--- config.mk ---
export PLATFORM = sky130hd
export DESIGN_NAME = alu_issue_wb
export DESIGN_NICKNAME = d
export VERILOG_FILES = /design/src/rtl/alu_issue_wb.sv
export SDC_FILE = /design/constraint.sdc
export NUM_CORES = 1
export LEC_CHECK = 0
export ABC_CLOCK_PERIOD_IN_PS = 1900
export CORE_AREA = 8 8 144 146
export DETAILED_ROUTE_END_ITERATION = 8
export DIE_AREA = 0 0 152 154
export PLACE_DENSITY = 0.76
export SLEW_MARGIN = 10
export SYNTH_ARGS = -nofsm -noshare
export SYNTH_HDL_FRONTEND = slang
export SYNTH_SLANG_ARGS = --single-unit
export TNS_END_PERCENT = 1
--- constraint.sdc ---
create_clock -name clk -period 1.9 [get_ports clk]
set_clock_uncertainty 0.15 [all_clocks]
set_input_delay 0.285 -clock clk [delete_from_list [all_inputs] [get_ports clk]]
set_output_delay 0.285 -clock clk [all_outputs]
set_load 0.02 [all_outputs]
--- src/rtl/alu_issue_wb.sv ---
// Issue/writeback controller for the execute ALU: decodes, issues operands
// from a local register file into a registered EX stage and writes results back.
module alu_issue_wb #(
    parameter int unsigned NREGS = 16,
    parameter int unsigned DW    = 8
) (
    input  logic                     clk,
    input  logic                     rst,
    input  logic                     instr_valid,
    output logic                     instr_ready,
    input  logic [4:0]               instr_op,
    input  logic [$clog2(NREGS)-1:0] instr_rd,
    input  logic [$clog2(NREGS)-1:0] instr_ra,
    input  logic [$clog2(NREGS)-1:0] instr_rb,
    output logic [4:0]               aluOp,
    output logic [DW-1:0]            srcA,
    output logic [DW-1:0]            srcB,
    input  logic [2*DW-1:0]          result,
    output logic                     wb_valid,
    output logic [$clog2(NREGS)-1:0] wb_rd,
    output logic [DW-1:0]            wb_data,
    output logic                     wb_ovf,
    output logic                     err_illegal,
    input  logic [$clog2(NREGS)-1:0] dbg_addr,
    output logic [DW-1:0]            dbg_data
);

    localparam int unsigned AW  = $clog2(NREGS);
    localparam int unsigned OPW = 5;

    localparam logic [OPW-1:0] OP_NOP   = 5'b00000;
    localparam logic [OPW-1:0] OP_PASSB = 5'b00001;
    localparam logic [OPW-1:0] OP_INC   = 5'b00100;

    logic [DW-1:0] regs [NREGS];

    logic          ex_wr;
    logic [AW-1:0] ex_rd;

    logic op_wr_c;
    logic op_illegal_c;
    logic hazard_c;
    logic accept_c;

    // Decode and RAW check against the single in-flight writer; the regfile
    // is updated at the EX edge, so a one-cycle stall replaces any bypass.
    always_comb begin
        op_wr_c      = (instr_op == OP_PASSB) || (instr_op == OP_INC);
        op_illegal_c = !op_wr_c && (instr_op != OP_NOP);
        hazard_c     = ex_wr && ((instr_ra == ex_rd) || (instr_rb == ex_rd));
    end

    assign instr_ready = !rst && !hazard_c;
    assign accept_c    = instr_valid && instr_ready;
    assign dbg_data    = regs[dbg_addr];

    // EX stage: load the accepted instruction or a zero bubble
    always_ff @(posedge clk) begin
        if (rst) begin
            aluOp       <= '0;
            srcA        <= '0;
            srcB        <= '0;
            ex_wr       <= 1'b0;
            ex_rd       <= '0;
            err_illegal <= 1'b0;
        end else if (accept_c) begin
            aluOp       <= op_illegal_c ? OPW'(0) : instr_op;
            srcA        <= regs[instr_ra];
            srcB        <= regs[instr_rb];
            ex_wr       <= op_wr_c;
            ex_rd       <= instr_rd;
            err_illegal <= op_illegal_c;
        end else begin
            aluOp       <= '0;
            srcA        <= '0;
            srcB        <= '0;
            ex_wr       <= 1'b0;
            err_illegal <= 1'b0;
        end
    end

    // Writeback: low byte goes to the regfile, high byte only raises wb_ovf
    always_ff @(posedge clk) begin
        if (rst) begin
            for (int i = 0; i < NREGS; i++) begin
                regs[i] <= '0;
            end
            wb_valid <= 1'b0;
            wb_rd    <= '0;
            wb_data  <= '0;
            wb_ovf   <= 1'b0;
        end else if (ex_wr) begin
            regs[ex_rd] <= result[DW-1:0];
            wb_valid    <= 1'b1;
            wb_rd       <= ex_rd;
            wb_data     <= result[DW-1:0];
            wb_ovf      <= |result[2*DW-1:DW];
        end else begin
            wb_valid <= 1'b0;
        end
    end

endmodule

==> flow_summary.toml, run 1 <==
[outcome]
status = "finished with violations"
violations = "negative setup slack"

[clock_network]
root_buffer = "clkbuf_16"
tritoncts = "done"
clk_latency_ps = 430
cts_buffers = 17
cts_buffer_depth = 2
ctsHoldBuffers = 0
clock_sinks = 169
ctsHtreeMaxLevel = 4
clkTransAtPathRegs_ps = 60

[worst_hold_path]
min_to = "wb_rd[2]"
min_path_cells = 2
min_from = "wb_rd[2]"
hold_class = "reg -> reg"

[setup_path]
path_class = "reg -> out"
worstPathRequired_ps = 1460
regToRegSetupSlack_ps = -170
timing.rr.end = "regs[12][1]"
endpoint_kind = "output pin"
crit_arrival_ps = 2040
cp-startpoint = "regs[12][3]"
start_kind = "flop"
ff2ff_path_depth = 5
r2r-start = "ex_rd[0]"
crit_fanout = 2

[placement]
place_hpwl_mm = 20.8
globalplace.congestion = 0.949
place_ws_ps = -1010
port_buffers = 84

[drt]
ant_nets = 0
viasPerCell = 6.27
drt_iter0_drc = 909
wl_per_cell_um = 26.6
post-route-drc-count = 0
dr_total_vias = 6946
wl_mm = 29.4
dr.pass1.iters = 7

[layout]
utilization_pct = 67.8
num-fill-cells = 1252
antennaDiodeCount = 0
final_nets = 901
areaGrowthSynthToFinish_pct = 30.9
final_layout_size_suffix_gt1_share_pct = 41.2

[pwr]
pwr-share-clk_pct = 37.6
p_int_mw = 6.88
power_frac_seq_pct = 45.9
switching_share_pct = 24.6
switching_power_mw = 2.24
leakage_nw = 4.79
power_frac_comb_pct = 16.5
peakVddDrop_mv = 0.654
power_mw = 9.12
p_per_area_nw_per_um2 = 729

[run]
maxCapViolations = 0

[timing]
tightestPinTransition_ps = 561
period_share_pct = 130
setup_slack_ps = -574
setup_viol = 72
maxSlewViolCount = 0
max_freq_ghz = 0.404
final_hold_viol_count = 0
slew_headroom_pct = 62.5
min_period_ps = 2470
rsz0062_at_grt = "yes"

[die]
dieHeight_um = 154
core_um2 = 18500
fp.dieW_um = 152
initial_core_util_pct = 51.8
die_area_um2 = 23400
ios = 85
num_rows = 50

[synthesis]
synth_warnings = 0
synth_ff_type = "edfxtp_1"
ys_seq_area_share_pct = 48.8
yosys-top-cells-area = "edfxtp_1, mux4_2, dfxtp_1"
avgSynthCellArea_um2 = 14.9
ys_ff_latch = 169
netlist_area_um2 = 9560
synthArstFlopShare_pct = 0
syn-instance-count = 640
synth_area_leader_cell = "edfxtp_1"
synth_cell_type_count = 40
synth_top_area_share_pct = 40.2
synth_edf_count = 128

[grt]
grt_pass1_vias = 7264
gr-usage-all-layers_pct = 25.5
grt_overflow = 0
grt_pass1_wl_mm = 44.4
antenna_found_initial = 0
grt_max_degree = 33
## sequential cells by signal (all words and copies together) (netlist names)
| name | cells |
|---|---|
| err_illegal | 1 |
| aluOp | 5 |
| wb_valid | 1 |
| ex_rd | 4 |
| wb_ovf | 1 |
| wb_data | 8 |
| srcB | 8 |
| srcA | 8 |
| wb_rd | 4 |
| ex_wr | 1 |
| regs | 128 |
## routing by layer
metal | vias up | share of wire (%) | global-route usage, %
li1 | 2925 | - | -
met1 | 3479 | 37 | 30.4
met2 | 460 | 49 | 42.9
met3 | 82 | 9.7 | 6.05
met4 | 0 | 4.6 | 12.6
met5 | - | 0 | 0
## kinds of logic (layout without fill, tap and decap cells)
family                    after synthesis  in the layout  synth area share [%]
muxes                                 160            160                  31.4
AOI/OAI and AO/OA                      16             16                  1.20
other                                   1              3                0.0392
DFF                                   169            169                  48.8
buffers and inverters                  55            287                  3.40
and+or+nand+nor                       231            231                  14.4
xor gates and xnor gates                8              8                 0.733
## worst max-delay path: stages, from the launching register on
cell and delay [ps]:
edfxtp_1 430, mux4_2 500, mux4_2 520, buf_6 150
## cells in the mapped netlist (all sizes together), types with 2 or more instances
| cell type | n |
|---|---|
| and2 | 128 |
| edfxtp | 128 |
| mux4 | 104 |
| dfxtp | 41 |
| mux2i | 40 |
| buf | 38 |
| nor2 | 23 |
| nor3 | 21 |
| clkbuf | 16 |
| mux2 | 16 |
| or2 | 16 |
| nand2 | 10 |
| a21oi | 6 |
| nand2b | 6 |
| nor2b | 6 |
| nand4 | 5 |
| nor4 | 5 |
| a31oi | 4 |
| nor3b | 4 |
| xnor2 | 4 |
| xor2 | 4 |
| o311ai | 3 |
| or4 | 2 |
## worst max path at each step
stage                  end  slack [ps]
2_1_floorplan  dbg_data[0]         -80
3_3_place_gp   dbg_data[6]        -950
3_5_place_dp   dbg_data[3]       -1010
4_1_cts        dbg_data[3]        -590
5_1_grt        dbg_data[3]        -600
6_report       dbg_data[3]        -570
## repair_timing
action | in CTS | in global routing
gates cloned | 1 | 0
setup endpoints to repair | 121 | 169
pin swaps | 0 | 1
buffers inserted | 9 | 2
resized for setup | 52 | 22
endpoints found under the hold margin | 0 | 0
## area by class of cell
type,count,area [µm²],area share [%]
clock buffer,24,494,3.95
clock inverter,8,85.1,0.680
inverter,1,3.75,0.0300
multi-input combinational,418,4550,36.3
sequential,169,4670,37.3
tap,234,293,2.34
timing repair buffer,254,2430,19.4
## per-stage QoR
| stage | instances | area, µm² | hold WS, ps | setup TNS [ps] |
|---|---|---|---|---|
| after floorplan | 642 | 9540 | 283 | -2720 |
| after global placement | 1064 | 11800 | 305 | -63690 |
| after detailed placement | 1064 | 11800 | 313 | -69570 |
| after CTS | 1106 | 12400 | 323 | -8530 |
| after global routing | 1108 | 12500 | 354 | -13870 |
| final | 1108 | 12500 | 321 | -9820 |
## power groups by stage
stage	Combinational (mW)	Clock (mW)	Sequential [mW]
2_1_floorplan	0.792	0	4.25
3_3_place_gp	1.42	0	4.25
3_5_place_dp	1.45	0	4.26
4_1_cts	1.48	3.45	4.18
5_1_grt	1.58	3.59	4.19
6_report	1.51	3.43	4.19
## cells in the final DEF (no fill, tap or decap), drive strengths merged, types with 2 or more instances in the layout
cell,n
or4,2
and2,128
clkinv,2
buf,180
nor2b,6
nand4,5
nor3,21
inv,4
or2,16
mux2,16
nor2,23
mux2i,40
clkinvlp,2
xor2,4
nor3b,4
clkbuf,25
a21oi,6
a31oi,4
xnor2,4
nand2,10
mux4,104
edfxtp,128
o311ai,3
conb,3
nor4,5
clkdlybuf4s50,71
nand2b,6
dfxtp,41
Power figures use the tool's default switching activity.
==> run 2: changes to the inputs <==
--- a/config.mk
+++ b/config.mk
@@ -7,6 +7,7 @@
 export LEC_CHECK = 0
 export ABC_CLOCK_PERIOD_IN_PS = 1900
 export CORE_AREA = 8 8 144 146
+export CTS_BUF_LIST = sky130_fd_sc_hd__clkbuf_16
 export DETAILED_ROUTE_END_ITERATION = 8
 export DIE_AREA = 0 0 152 154
 export PLACE_DENSITY = 0.76
==> run 2 against run 1 <==
The flow still finishes with violations (negative setup slack). Register-to-register slack about the same. Final cell count unchanged. Hold slack worse by 0.53 ps. Largest cell class unchanged. First-iteration DRC count down 1.4%. Non-clock buffer count unchanged. Die area unchanged. Critical path depth unchanged. Utilization unchanged.
==> flow_summary.toml, run 2 (synthesis results as in run 1) <==
[timing]
min_period_ps = 2480
setup_viol = 75
final_hold_viol_count = 0
tightestPinTransition_ps = 570
setup_slack_ps = -576
setup_tns_ps = -9890
max_freq_ghz = 0.404
whs_ps = 320
rsz0062_at_grt = "yes"
slew_headroom_pct = 61.9
maxSlewViolCount = 0
period_share_pct = 130

[die]
core_um2 = 18500
fp.dieW_um = 152
ios = 85
initial_core_util_pct = 51.8
dieHeight_um = 154
num_rows = 50
die_area_um2 = 23400

[placement]
dp_cells = 1064
place_hpwl_mm = 20.8
placed_cell_area_um2 = 11800
port_buffers = 84
globalplace.congestion = 0.949

[drt]
dr_total_vias = 6895
drt_iter0_drc = 896
post-route-drc-count = 0
ant_nets = 0
wl_mm = 29.5
viasPerCell = 6.22
wl_per_cell_um = 26.7
dr.pass1.iters = 5

[grt]
grt_overflow = 0
grt_pass1_vias = 7259
antenna_found_initial = 0
grt_max_degree = 33
grt_pass1_wl_mm = 44.4
gr-usage-all-layers_pct = 25.5

[layout]
final_cell_mix = "buf_4, edfxtp_1, and2_1"
mostFrequentLayoutCell = "buf_4"
regMostFlops = "regs"
antennaDiodeCount = 0
postLayoutCellArea_um2 = 12500
fin_cells = 1108
final_layout_size_suffix_gt1_share_pct = 41.2
largest_register_ffs = 128
final_nets = 901
areaGrowthSynthToFinish_pct = 30.9

[worst_hold_path]
min_from = "wb_rd[2]"
min_to = "wb_rd[2]"
min_path_cells = 2
hold_class = "reg -> reg"

[clock_network]
cts_buffers = 17
cts_buffer_depth = 2
clk_latency_ps = 430
root_buffer = "clkbuf_16"
ctsHtreeMaxLevel = 4
tritoncts = "done"
clock_sinks = 169
clkTransAtPathRegs_ps = 60

[setup_path]
crit_cells = 3
r2r-start = "ex_rd[0]"
path_class = "reg -> out"
start_kind = "flop"
critPathTopFamily = "multiplexers"
endpoint_kind = "output pin"
ff2ff_path_depth = 5
worstPathCellList = "mux4_2, mux4_2, buf_6"
crit_buf_inv = 1
critPathSlowestCell = "mux4_2"
regToRegSetupSlack_ps = -180
worstPathRequired_ps = 1460
crit_fanout = 2
max_stage_delay_ps = 520
cp_common_cell = "mux4_2"
crit_arrival_ps = 2040
timing.rr.end = "regs[12][1]"

[pwr]
leakage_nw = 4.81
p_per_area_nw_per_um2 = 727
peakVddDrop_mv = 0.653
power_mw = 9.10

[outcome]
violations = "negative setup slack"
status = "finished with violations"

[run]
maxCapViolations = 0
[run 2: routing by layer]
| layer | global-route usage [%] | wire length [µm] |
|---|---|---|
| met1 | 30.4 | 10900 |
| met3 | 6.05 | 2840 |
| met2 | 43.1 | 14500 |
| met4 | 12.3 | 1330 |
| met5 | 0 | 0 |
[run 2: through the flow]
stage	utilization (%)	setup WS (ps)
3_5_place_dp	63.7	-1010
5_1_grt	67.8	-596
6_report	67.8	-576
3_3_place_gp	63.7	-950
4_1_cts	67.4	-587
2_1_floorplan	-	-81.7
[run 2: area by class of cell]
cell class / count / area (µm²)
Clock buffer: 19 / 475
Multi-Input combinational cell: 418 / 4550
Clock inverter: 13 / 104
Sequential cell: 169 / 4670
Inverter: 1 / 3.75
Timing Repair Buffer: 254 / 2430
Tap cell: 234 / 293
Fill cell: 1252 / 5940
[run 2: how the worst max path moves through the flow]
stage / slack, ps / endpoint / from
6_report: -580 / dbg_data[3] / regs[15][3]
5_1_grt: -600 / dbg_data[3] / regs[15][3]
4_1_cts: -590 / dbg_data[3] / regs[15][3]
3_5_place_dp: -1010 / dbg_data[3] / dbg_addr[1]
3_3_place_gp: -950 / dbg_data[6] / dbg_addr[1]
2_1_floorplan: -80 / dbg_data[0] / dbg_addr[0]
[run 2: power breakdown]
| group | total [mW] | leakage (nW) | internal (mW) | switching [mW] |
|---|---|---|---|---|
| combinational | 1.51 | 2.86 | 0.814 | 0.693 |
| sequential | 4.18 | 1.65 | 4.09 | 0.0920 |
| clock | 3.41 | 0.298 | 1.95 | 1.46 |
| total | 9.10 | 4.81 | 6.86 | 2.25 |
[run 2: repair_timing]
item,in CTS,in global routing
gates resized for setup,52,22
endpoints found under the setup margin,121,169
cloned,1,0
pin swaps,0,1
hold buffers,0,0
setup buffers,9,2
[run 2: tightest hold or removal path: stages, from the launching register on]
cell	delay, ps
dfxtp_1	310
nand2_1	60
a21oi_1	60
